File: config.mk
export PLATFORM = sky130hd
export DESIGN_NAME = lsb_msg_extractor_flat
export DESIGN_NICKNAME = d
export VERILOG_FILES = /design/src/rtl/lsb_msg_extractor_if.sv /design/src/rtl/lsb_msg_extractor.sv /design/src/flat_wrapper.sv
export SDC_FILE = /design/constraint.sdc
export NUM_CORES = 1
export LEC_CHECK = 0
export CAP_MARGIN = 20
export CORE_ASPECT_RATIO = 1.25
export CORE_UTILIZATION = 30
export CTS_BUF_LIST = sky130_fd_sc_hd__clkbuf_4 sky130_fd_sc_hd__clkbuf_8 sky130_fd_sc_hd__clkbuf_16
export CTS_CLUSTER_DIAMETER = 80
export CTS_CLUSTER_SIZE = 12
export DETAILED_ROUTE_END_ITERATION = 7
export PLACE_DENSITY = 0.71
export SKIP_LAST_GASP = 1
export SLEW_MARGIN = 30
export SYNTH_ARGS = -nofsm -noshare
export SYNTH_HDL_FRONTEND = slang
export SYNTH_HIERARCHICAL = 1
export SYNTH_SLANG_ARGS = --single-unit
File: constraint.sdc
create_clock -name clk -period 5.9 [get_ports clk]
set_clock_uncertainty 0.1 [all_clocks]
set_input_delay 1.18 -clock clk [delete_from_list [all_inputs] [get_ports clk]]
set_output_delay 1.18 -clock clk [all_outputs]
set_load 0.03 [all_outputs]
File: src/rtl/lsb_msg_extractor_if.sv
// ---------------------------------------------------------------------------
// lsb_msg_extractor_if
//   Bundles the pixel-word input stream, the message-byte output stream and
//   the extraction control/status lines of lsb_msg_extractor.
//
//   start        master->slave  1-cycle pulse: clear and begin extraction
//   pixel_data   master->slave  pixel word, byte i = pixel_data[8i+7:8i]
//   pixel_valid  master->slave  pixel_data valid
//   pixel_ready  slave->master  word accepted when valid & ready
//   msg_data     slave->master  extracted message byte
//   msg_valid    slave->master  msg_data valid
//   msg_ready    master->slave  sink accepts when valid & ready
//   delimiter    slave->master  1-cycle pulse on delimiter detection
//   done         slave->master  extraction finished and output drained
//   overflow     slave->master  stopped on byte limit without a delimiter
//   msg_len      slave->master  count of non-delimiter bytes emitted
//
//   The extractor's BYTES_PER_WORD / LEN_W must match the values used here.
// ---------------------------------------------------------------------------
interface lsb_msg_extractor_if #(
    parameter int BYTES_PER_WORD = 8,
    parameter int LEN_W          = 16
);
    logic                        start;
    logic [8*BYTES_PER_WORD-1:0] pixel_data;
    logic                        pixel_valid;
    logic                        pixel_ready;
    logic [7:0]                  msg_data;
    logic                        msg_valid;
    logic                        msg_ready;
    logic                        delimiter;
    logic                        done;
    logic                        overflow;
    logic [LEN_W-1:0]            msg_len;

    // Pixel source / message sink side.
    modport master (
        output start, pixel_data, pixel_valid, msg_ready,
        input  pixel_ready, msg_data, msg_valid, delimiter, done, overflow, msg_len
    );

    // Extractor side.
    modport slave (
        input  start, pixel_data, pixel_valid, msg_ready,
        output pixel_ready, msg_data, msg_valid, delimiter, done, overflow, msg_len
    );
endinterface

File: src/rtl/lsb_msg_extractor.sv
// ---------------------------------------------------------------------------
// lsb_msg_extractor
//   LSB steganography extractor. Every accepted pixel word contributes the
//   low LSB_BITS of each of its bytes; those bits are packed LSB-first into
//   message bytes which are streamed out until the DELIM byte is found or
//   MAX_BYTES bytes have been emitted.
//
//   Ports:
//     clk    rising-edge clock
//     rst_n  asynchronous active-low reset
//     bus    lsb_msg_extractor_if.slave (pixel stream in, byte stream out,
//            start / delimiter / done / overflow / msg_len)
//
//   Data path: extracted vector e (BPW = BYTES_PER_WORD*LSB_BITS bits) is
//   OR-ed into the accumulator above the cnt pending bits. acc[0] is always
//   the oldest bit, so a byte pop is acc[7:0] followed by a shift right by 8.
//   Pushes only happen with cnt<8 and pops only with cnt>=8, which bounds the
//   accumulator at BPW+7 bits.
// ---------------------------------------------------------------------------

// Per-byte field extractor: the low LSB_BITS of one pixel byte.
module lsb_msg_lane #(
    parameter int LSB_BITS = 1
) (
    input  logic [LSB_BITS-1:0] lsbs_in,
    output logic [LSB_BITS-1:0] lsbs_out
);
    assign lsbs_out = lsbs_in;
endmodule

module lsb_msg_extractor #(
    parameter int         BYTES_PER_WORD = 8,
    parameter int         LSB_BITS       = 1,
    parameter logic [7:0] DELIM          = 8'h00,
    parameter int         MAX_BYTES      = 1024,
    parameter int         LEN_W          = 16
) (
    input  logic                clk,
    input  logic                rst_n,
    lsb_msg_extractor_if.slave  bus
);
    localparam int BPW   = BYTES_PER_WORD * LSB_BITS;
    localparam int ACC_W = BPW + 7;
    localparam int CNT_W = $clog2(ACC_W + 1);

    localparam logic [CNT_W-1:0] CNT_BYTE = CNT_W'(8);
    localparam logic [CNT_W-1:0] CNT_WORD = CNT_W'(BPW);
    localparam logic [LEN_W-1:0] LEN_LAST = LEN_W'(MAX_BYTES - 1);

    typedef enum logic [1:0] {IDLE, RUN, DONE} state_t;

    // Output byte register: data is held while valid && !ready.
    typedef struct packed {
        logic [7:0] data;
        logic       valid;
    } msg_t;

    state_t           state;
    logic [ACC_W-1:0] acc;
    logic [CNT_W-1:0] cnt;
    msg_t             msg_q;
    logic [LEN_W-1:0] len_q;
    logic             delim_q;
    logic             ovf_q;

    // ---------------- bit extraction ----------------
    logic [BYTES_PER_WORD-1:0][LSB_BITS-1:0] lane_bits;

    for (genvar i = 0; i < BYTES_PER_WORD; i++) begin : g_lane
        lsb_msg_lane #(.LSB_BITS(LSB_BITS)) u_lane (
            .lsbs_in  (bus.pixel_data[8*i +: LSB_BITS]),
            .lsbs_out (lane_bits[i])
        );
    end

    // New bits land directly above the bits still pending in acc.
    logic [ACC_W-1:0] ext_aligned;
    assign ext_aligned = ACC_W'(lane_bits) << cnt;

    // ---------------- handshake decode ----------------
    logic pixel_ready;
    logic push;
    logic pop;
    logic is_delim;

    assign pixel_ready = (state == RUN) && (cnt < CNT_BYTE);
    assign push        = bus.pixel_valid && pixel_ready;
    assign pop         = (state == RUN) && (cnt >= CNT_BYTE) &&
                         (!msg_q.valid || bus.msg_ready);
    assign is_delim    = (acc[7:0] == DELIM);

    // ---------------- state / data path ----------------
    always_ff @(posedge clk or negedge rst_n) begin
        if (!rst_n) begin
            state   <= IDLE;
            acc     <= '0;
            cnt     <= '0;
            msg_q   <= '0;
            len_q   <= '0;
            delim_q <= 1'b0;
            ovf_q   <= 1'b0;
        end else begin
            delim_q <= 1'b0;
            if (bus.start) begin
                // Restart from any state; a byte still waiting on the sink is dropped.
                state   <= RUN;
                acc     <= '0;
                cnt     <= '0;
                msg_q   <= '0;
                len_q   <= '0;
                ovf_q   <= 1'b0;
            end else begin
                if (msg_q.valid && bus.msg_ready)
                    msg_q.valid <= 1'b0;

                if (push) begin
                    acc <= acc | ext_aligned;
                    cnt <= cnt + CNT_WORD;
                end else if (pop) begin
                    if (is_delim) begin
                        // Delimiter is consumed, not emitted; trailing bits are dropped.
                        delim_q <= 1'b1;
                        state   <= DONE;
                        acc     <= '0;
                        cnt     <= '0;
                    end else begin
                        msg_q.data  <= acc[7:0];
                        msg_q.valid <= 1'b1;
                        len_q       <= len_q + LEN_W'(1);
                        if (len_q == LEN_LAST) begin
                            state <= DONE;
                            ovf_q <= 1'b1;
                            acc   <= '0;
                            cnt   <= '0;
                        end else begin
                            acc <= acc >> 8;
                            cnt <= cnt - CNT_BYTE;
                        end
                    end
                end
            end
        end
    end

    // ---------------- outputs ----------------
    assign bus.pixel_ready = pixel_ready;
    assign bus.msg_data    = msg_q.data;
    assign bus.msg_valid   = msg_q.valid;
    assign bus.delimiter   = delim_q;
    assign bus.overflow    = ovf_q;
    assign bus.msg_len     = len_q;
    // Finished only once the last emitted byte has been taken by the sink.
    assign bus.done        = (state == DONE) && !msg_q.valid;

endmodule
File: src/flat_wrapper.sv
// flat-port wrapper written by rule: the top's interface ports become plain ports
module lsb_msg_extractor_flat 
#(
    parameter int         BYTES_PER_WORD = 8,
    parameter int         LSB_BITS       = 1,
    parameter logic [7:0] DELIM          = 8'h00,
    parameter int         MAX_BYTES      = 1024,
    parameter int         LEN_W          = 16
)
  (clk, rst_n, bus_start, bus_pixel_data, bus_pixel_valid, bus_msg_ready, bus_pixel_ready, bus_msg_data, bus_msg_valid, bus_delimiter, bus_done, bus_overflow, bus_msg_len);
  lsb_msg_extractor_if #(.BYTES_PER_WORD(BYTES_PER_WORD), .LEN_W(LEN_W)) bus_i ();
  input  logic clk;
  input  logic rst_n;
  input wire logic [$bits(bus_i.start)-1:0] bus_start;
  input wire logic [$bits(bus_i.pixel_data)-1:0] bus_pixel_data;
  input wire logic [$bits(bus_i.pixel_valid)-1:0] bus_pixel_valid;
  input wire logic [$bits(bus_i.msg_ready)-1:0] bus_msg_ready;
  output wire logic [$bits(bus_i.pixel_ready)-1:0] bus_pixel_ready;
  output wire logic [$bits(bus_i.msg_data)-1:0] bus_msg_data;
  output wire logic [$bits(bus_i.msg_valid)-1:0] bus_msg_valid;
  output wire logic [$bits(bus_i.delimiter)-1:0] bus_delimiter;
  output wire logic [$bits(bus_i.done)-1:0] bus_done;
  output wire logic [$bits(bus_i.overflow)-1:0] bus_overflow;
  output wire logic [$bits(bus_i.msg_len)-1:0] bus_msg_len;
  assign bus_i.start = bus_start;
  assign bus_i.pixel_data = bus_pixel_data;
  assign bus_i.pixel_valid = bus_pixel_valid;
  assign bus_i.msg_ready = bus_msg_ready;
  assign bus_pixel_ready = bus_i.pixel_ready;
  assign bus_msg_data = bus_i.msg_data;
  assign bus_msg_valid = bus_i.msg_valid;
  assign bus_delimiter = bus_i.delimiter;
  assign bus_done = bus_i.done;
  assign bus_overflow = bus_i.overflow;
  assign bus_msg_len = bus_i.msg_len;
  lsb_msg_extractor #(.BYTES_PER_WORD(BYTES_PER_WORD), .LSB_BITS(LSB_BITS), .DELIM(DELIM), .MAX_BYTES(MAX_BYTES), .LEN_W(LEN_W)) u_core (.clk(clk), .rst_n(rst_n), .bus(bus_i));
endmodule
==> results of run 1 <==
## synth_stat cells (2+ instances only)
cell type	n	area (sq um)
a211oi_1	3	22.5
a21oi_1	16	80.1
a22oi_1	8	60.1
and2_1	10	62.6
and4_1	2	17.5
and4b_1	7	70.1
buf_2	4	20.0
buf_4	8	60.1
clkbuf_1	10	37.5
dfrtp_1	45	1130
inv_1	4	15.0
nand2_1	10	37.5
nand2b_1	2	12.5
nand3_1	7	35.0
nand4_1	5	31.3
nor2_1	29	109
nor3b_1	2	15.0
o21ai_0	4	20.0
o22a_1	7	61.3
o31ai_1	8	60.1
or3_1	5	31.3
or4_1	11	82.6
## per-layer routing
metal	track usage	up-vias	routed length (um)	share of wire
li1	-	865	-	-
met1	0.181	888	2220	0.44
met2	0.240	48	2600	0.51
met3	0.0364	5	222	0.044
met4	0.0427	0	44	0.0086
met5	0	-	0	0
## final cells by class
class / count / area, sq um / share of cell area
clock buffer: 5 / 68.8 / 0.0249
clock inverter: 3 / 65.1 / 0.0235
inverter: 4 / 15.0 / 0.00543
multi-input combinational: 152 / 961 / 0.348
sequential: 45 / 1130 / 0.407
tap: 90 / 113 / 0.0407
timing repair buffer: 42 / 415 / 0.150
## how the worst max path moves through the flow
stage | slack (ns) | endpoint | depth (start not counted) | startpoint
2_1_floorplan | 3.34 | bus_done | 1 | u_core/bus.msg_valid
3_3_place_gp | 2.58 | u_core/bus.msg_len[9] | 5 | bus_msg_ready
3_5_place_dp | 2.55 | u_core/bus.msg_len[9] | 5 | bus_msg_ready
4_1_cts | 2.88 | u_core/bus.msg_len[9] | 5 | bus_msg_ready
5_1_grt | 2.70 | u_core/bus.msg_len[9] | 5 | bus_msg_ready
6_report | 2.84 | u_core/bus.msg_len[9] | 5 | bus_msg_ready
## through the flow
step / hold WS (ns) / power (mW)
2_1_floorplan: 0.345 / 0.409
5_1_grt: 0.410 / 0.751
4_1_cts: 0.390 / 0.722
6_report: 0.389 / 0.719
3_3_place_gp: 0.362 / 0.445
3_5_place_dp: 0.366 / 0.447
## worst max-delay path, delay by kind of cell
family,cells,cell delay [ns]
multiplexers,1,0.38
AND/OR/NAND/NOR,2,0.71
AO/OA/AOI/OAI,1,0.44
buffers and inverters,1,0.44
## registers in the layout, indices dropped and copies added, names as in the netlist
signal and count:
u_core/bus.overflow 1, u_core/acc 15, u_core/cnt 1, u_core/bus.msg_len 16, u_core/state 2, u_core/bus.delimiter 1
u_core/bus.msg_valid 1, u_core/bus.msg_data 8
## kinds of logic after synthesis
group | after synthesis
AOI/OAI and AO/OA | 49
xor gates and xnor gates | 2
adders and majority gates | 1
buffers and inverters | 27
DFF | 45
muxes | 1
and+or+nand+nor | 99
## power by group through the flow
stage	combinational (mW)	sequential [mW]	clock, mW
finish	0.107	0.334	0.277
detailed placement	0.106	0.341	0
floorplan	0.0605	0.348	0
global route	0.118	0.337	0.296
global placement	0.105	0.341	0
CTS	0.107	0.334	0.281
==> out/qor.csv, run 1 <==
metric;value;unit
status;finished clean;
clockBufferDepth;2;
switchingPower;0.188;mW
num_vias;1806;
maxCapViolCount;0;
critPathSlowestCell;nor4_1;
synth_xor_area_frac;0.00792;
synth_area;2210;sq um
grt_start_max_net_pins;46;
cts.repair.resized;0;
p_seq_frac;0.465;
post-route-min-period;3.06;ns
place_area;2620;sq um
r2r_start;u_core/acc[3];
layout_common_cells;45 x dfrtp_1, 40 x clkdlybuf4s50_1, 29 x nor2_1, 16 x a21oi_1, 11 x or4_1;
r2r_end;u_core/bus.msg_len[9];
setup_viol;0;
gp_congestion;0.769;
first_global_vias;1715;
cts.sinks;45;
htreeDepth;2;
finalNonFillerCells;341;
synth_top_family_by_area;simple AND/OR/NAND/NOR gates;
dp_hpwl;3.40;mm
crit_arrival;3.16;ns
worst_pin_slew;0.913;ns
max_stage_delay;0.45;ns
cts_inserted_buffers;5;
setup_ws;2.84;ns
drc;0;
dieArea;7720;sq um
start_util;0.313;
nets;320;
p_leak;1.13;nW
hold_start;u_core/acc[14];
port_buffers;41;
wl_per_cell;14.9;um
die_w;78.8;um
die_h;98.0;um
coreArea;7060;sq um
r2r_cells;4;
synth_mux_area_frac;0.00509;
swShare;0.261;
ys.flop_type;dfrtp_1;
synth_compound_area_frac;0.151;
slew_headroom;0.389;
path_class;in -> reg;
ant_nets;0;
yosys_warnings;6;
p_int;0.531;mW
n_antenna_cell;0;
clk-insertion-delay-late;0.30;ns
power_frac_comb;0.149;
design_area;2760;sq um
syn_avg_cell_area;9.88;sq um
dp_cells;333;
hold-path-cell-count;1;
cts_setup_buffers;0;
syn_nets;294;
antenna_found_initial;0;
yosysUniqueCellTypes;39;
hold_buffers;0;
synth-adder-area-share;0.00566;
synth-edff-count;0;
synth-seq-cells;45;
min_path_type;reg -> reg;
overflow;0;
cp-start-kind;input port;
fillers;740;
final_common_cell;dfrtp_1;
grtUsageTotal;0.144;
worst_setup_path_end_kind;flop;
power_frac_clock;0.386;
async_reset_ff_frac;1.00;
grt_pass1_wl;8.71;mm
worstPathMaxFanout;23;
hold_viol;0;
crit_chain;clkdlybuf4s50_1, nand2b_1, o211ai_2, nor4_1, mux2_2;
setup_tns;0;ns
pre_cts_ws;2.55;ns
cts_tree;yes;
drtIter0Drc;139;
vias_per_cell;5.30;
pin_count;98;
vdd_drop_max;0.000136;V
min_period_over_period;0.519;
areaGrowthSynthToFinish;24.9;%
drt-pass1-iter-count;4;
power_density;260;nW/um^2
r2r_slack;3.42;ns
yosysSeqAreaShare;0.509;
yosys.area_share.simple;0.260;
drv_slew;0;
fin_util;0.391;
drive_above_1_share;0.0558;
max_freq;327;MHz
rsz0062_at_grt;no;
wl;5.09;mm
core.rowCount;34;
cts_root_buffer;clkbuf_8;
synthCells;224;
holdPathEnd;u_core/acc[14];
cp.required;6.00;ns
clk_pin_slew;0.09;ns
(Power assumes the default switching activity.)
==> run 2, diff against run 1 <==
==> constraint.sdc (replaced) <==
create_clock -name clk -period 3 [get_ports clk]
set_clock_uncertainty 0.1 [all_clocks]
set_input_delay 0.6 -clock clk [delete_from_list [all_inputs] [get_ports clk]]
set_output_delay 0.6 -clock clk [all_outputs]
set_load 0.03 [all_outputs]
==> run 2 against run 1 <==
Against the previous run: largest power group unchanged; critical endpoint is now u_core/acc[2]; clock power up 95%; sequential cell count is the same; cell count rose by 2.1%; hold slack lost 0.24 ns; critical path depth unchanged; register-to-register slack lost 2.9 ns; wire length grew 2.6%.
==> out/qor.csv, run 2 (same netlist as run 1, synthesis figures left out) <==
metric;value;unit;change
grt_start_max_net_pins;26;;was 46
fillers;737;;was 740
maxCapViolCount;0;;unchanged
vias_per_cell;5.34;;was 5.30
first_global_vias;1868;;was 1,715
cts_root_buffer;clkbuf_8;;unchanged
power;1.42;mW;was 0.719 mW
fin_util;0.397;;was 0.391
dp_hpwl;3.60;mm;was 3.40 mm
max_freq;405;MHz;
grt_util_met3;0.0262;;was 0.0364
final_common_cell;dfrtp_1;;unchanged
areaGrowthSynthToFinish;26.7;%;was 24.9%
place_area;2670;sq um;was 2620 sq um
cp-start-kind;flop;;was input port
path_class;reg -> reg;;was in -> reg
hold_buffers;0;;unchanged
r2r_start;u_core/bus.msg_len[0];;was u_core/acc[3]
cts_inserted_buffers;5;;unchanged
drive_above_1_share;0.0736;;was 0.0558
vdd_drop_max;0.000274;V;was 0.000136 V
setup_tns;0;ns;unchanged
cp.required;3.09;ns;was 6.00 ns
cts_setup_buffers;0;;unchanged
coreArea;7060;sq um;unchanged
num_vias;1858;;was 1,806
drtIter0Drc;105;;was 139
htreeDepth;2;;unchanged
status;finished clean;;unchanged
post-route-min-period;2.47;ns;
r2r_cells;5;;was 4
top_usage_layer;met2;;unchanged
rsz0062_at_grt;no;;unchanged
crit_arrival;2.55;ns;was 3.16 ns
finalNonFillerCells;348;;was 341
min_path_type;in -> async;;was reg -> reg
design_area;2800;sq um;was 2760 sq um
clockBufferDepth;2;;unchanged
largest_reg_flops;16;;unchanged
setup_viol;0;;unchanged
power_density;506;nW/um^2;was 260 nW/um^2
pre_cts_ws;0.458;ns;was 2.55 ns
wl_per_cell;15.0;um;was 14.9 um
gr-usage-met2;0.258;;was 0.240
die_w;78.8;um;unchanged
slew_headroom;0.623;;was 0.389
cts.repair.resized;0;;unchanged
drv_slew;0;;unchanged
dp_cells;340;;was 333
layout_common_cells;45 x dfrtp_1, 40 x clkdlybuf4s50_1, 29 x nor2_1, 16 x a21oi_1, 11 x or4_1;;unchanged
start_util;0.313;;unchanged
dieArea;7720;sq um;unchanged
n_antenna_cell;0;;unchanged
wl;5.22;mm;was 5.09 mm
nets;327;;was 320
crit_path_start;u_core/bus.msg_len[0];;was bus_msg_ready
setup_ws;0.532;ns;was 2.84 ns
drt-pass1-iter-count;4;;unchanged
worst_pin_slew;0.563;ns;was 0.913 ns
gr-usage-met1;0.179;;was 0.181
die_h;98.0;um;unchanged
antenna_found_initial;0;;unchanged
ant_nets;0;;unchanged
drc;0;;unchanged
core.rowCount;34;;unchanged
port_buffers;41;;unchanged
worst_setup_path_end_kind;flop;;unchanged
hold_viol;0;;unchanged
gp_congestion;0.807;;was 0.769
worstPathMaxFanout;10;;was 23
grt_pass1_wl;8.97;mm;was 8.71 mm
p_leak;1.16;nW;was 1.13 nW
clk_pin_slew;0.09;ns;about the same
clk-insertion-delay-late;0.30;ns;about the same
holdWs;0.151;ns;was 0.389 ns
cts.sinks;45;;unchanged
overflow;0;;unchanged
cp-endpoint;u_core/acc[2];;was u_core/bus.msg_len[9]
min_period_over_period;0.823;;
grtUsageTotal;0.145;;was 0.144
r2r_end;u_core/acc[2];;was u_core/bus.msg_len[9]
pin_count;98;;unchanged
r2r_slack;0.53;ns;was 3.42 ns
cts_tree;yes;;unchanged
run 2: changes by cell type in the layout (fill, tap and decap cells not counted):
cell / previous run / this run
buf_4: 2 / 8
a211oi_1: 2 / 3
a211oi_2: 1 / 0
buf_2: 0 / 1
o2111ai_1: 0 / 1
o2111ai_2: 1 / 0
run 2: critical path, stage by stage, from the launching register on:
cell	delay [ns]
dfrtp_1	0.42
ha_1	0.21
or4b_1	0.46
or4_1	0.68
and4b_1	0.29
o22a_1	0.20
run 2: how the worst min path moves through the flow:
stage                        start                    end  slack (ns)  depth (start not counted)
floorplan                    rst_n          u_core/acc[0]        0.20                          0
global placement    u_core/acc[13]         u_core/acc[13]        0.36                          1
detailed placement  u_core/acc[12]         u_core/acc[12]        0.36                          1
CTS                          rst_n  u_core/bus.msg_len[7]        0.17                          1
global route                 rst_n  u_core/bus.msg_len[2]        0.18                          1
finish                       rst_n  u_core/bus.msg_len[7]        0.15                          1
run 2: final cells by class:
| type | count | area, sq um | share of cell area |
|---|---|---|---|
| Tap cell | 90 | 113 | 0.0402 |
| Inverter | 4 | 15.0 | 0.00536 |
| Timing Repair Buffer | 49 | 465 | 0.166 |
| Clock inverter | 3 | 65.1 | 0.0232 |
| Sequential cell | 45 | 1130 | 0.402 |
| Multi-Input combinational cell | 152 | 950 | 0.339 |
| Clock buffer | 5 | 68.8 | 0.0246 |
run 2: layer usage:
layer | routed length, um | share of wire
met1 | 2260 | 0.43
met2 | 2730 | 0.52
met3 | 193 | 0.037
met4 | 35 | 0.0067
met5 | 0 | 0
run 2: power breakdown:
group / switching [mW] / leakage (nW) / internal [mW]
Combinational: 0.131 / 0.480 / 0.0893
Sequential: 0.0243 / 0.611 / 0.633
Clock: 0.208 / 0.0681 / 0.331
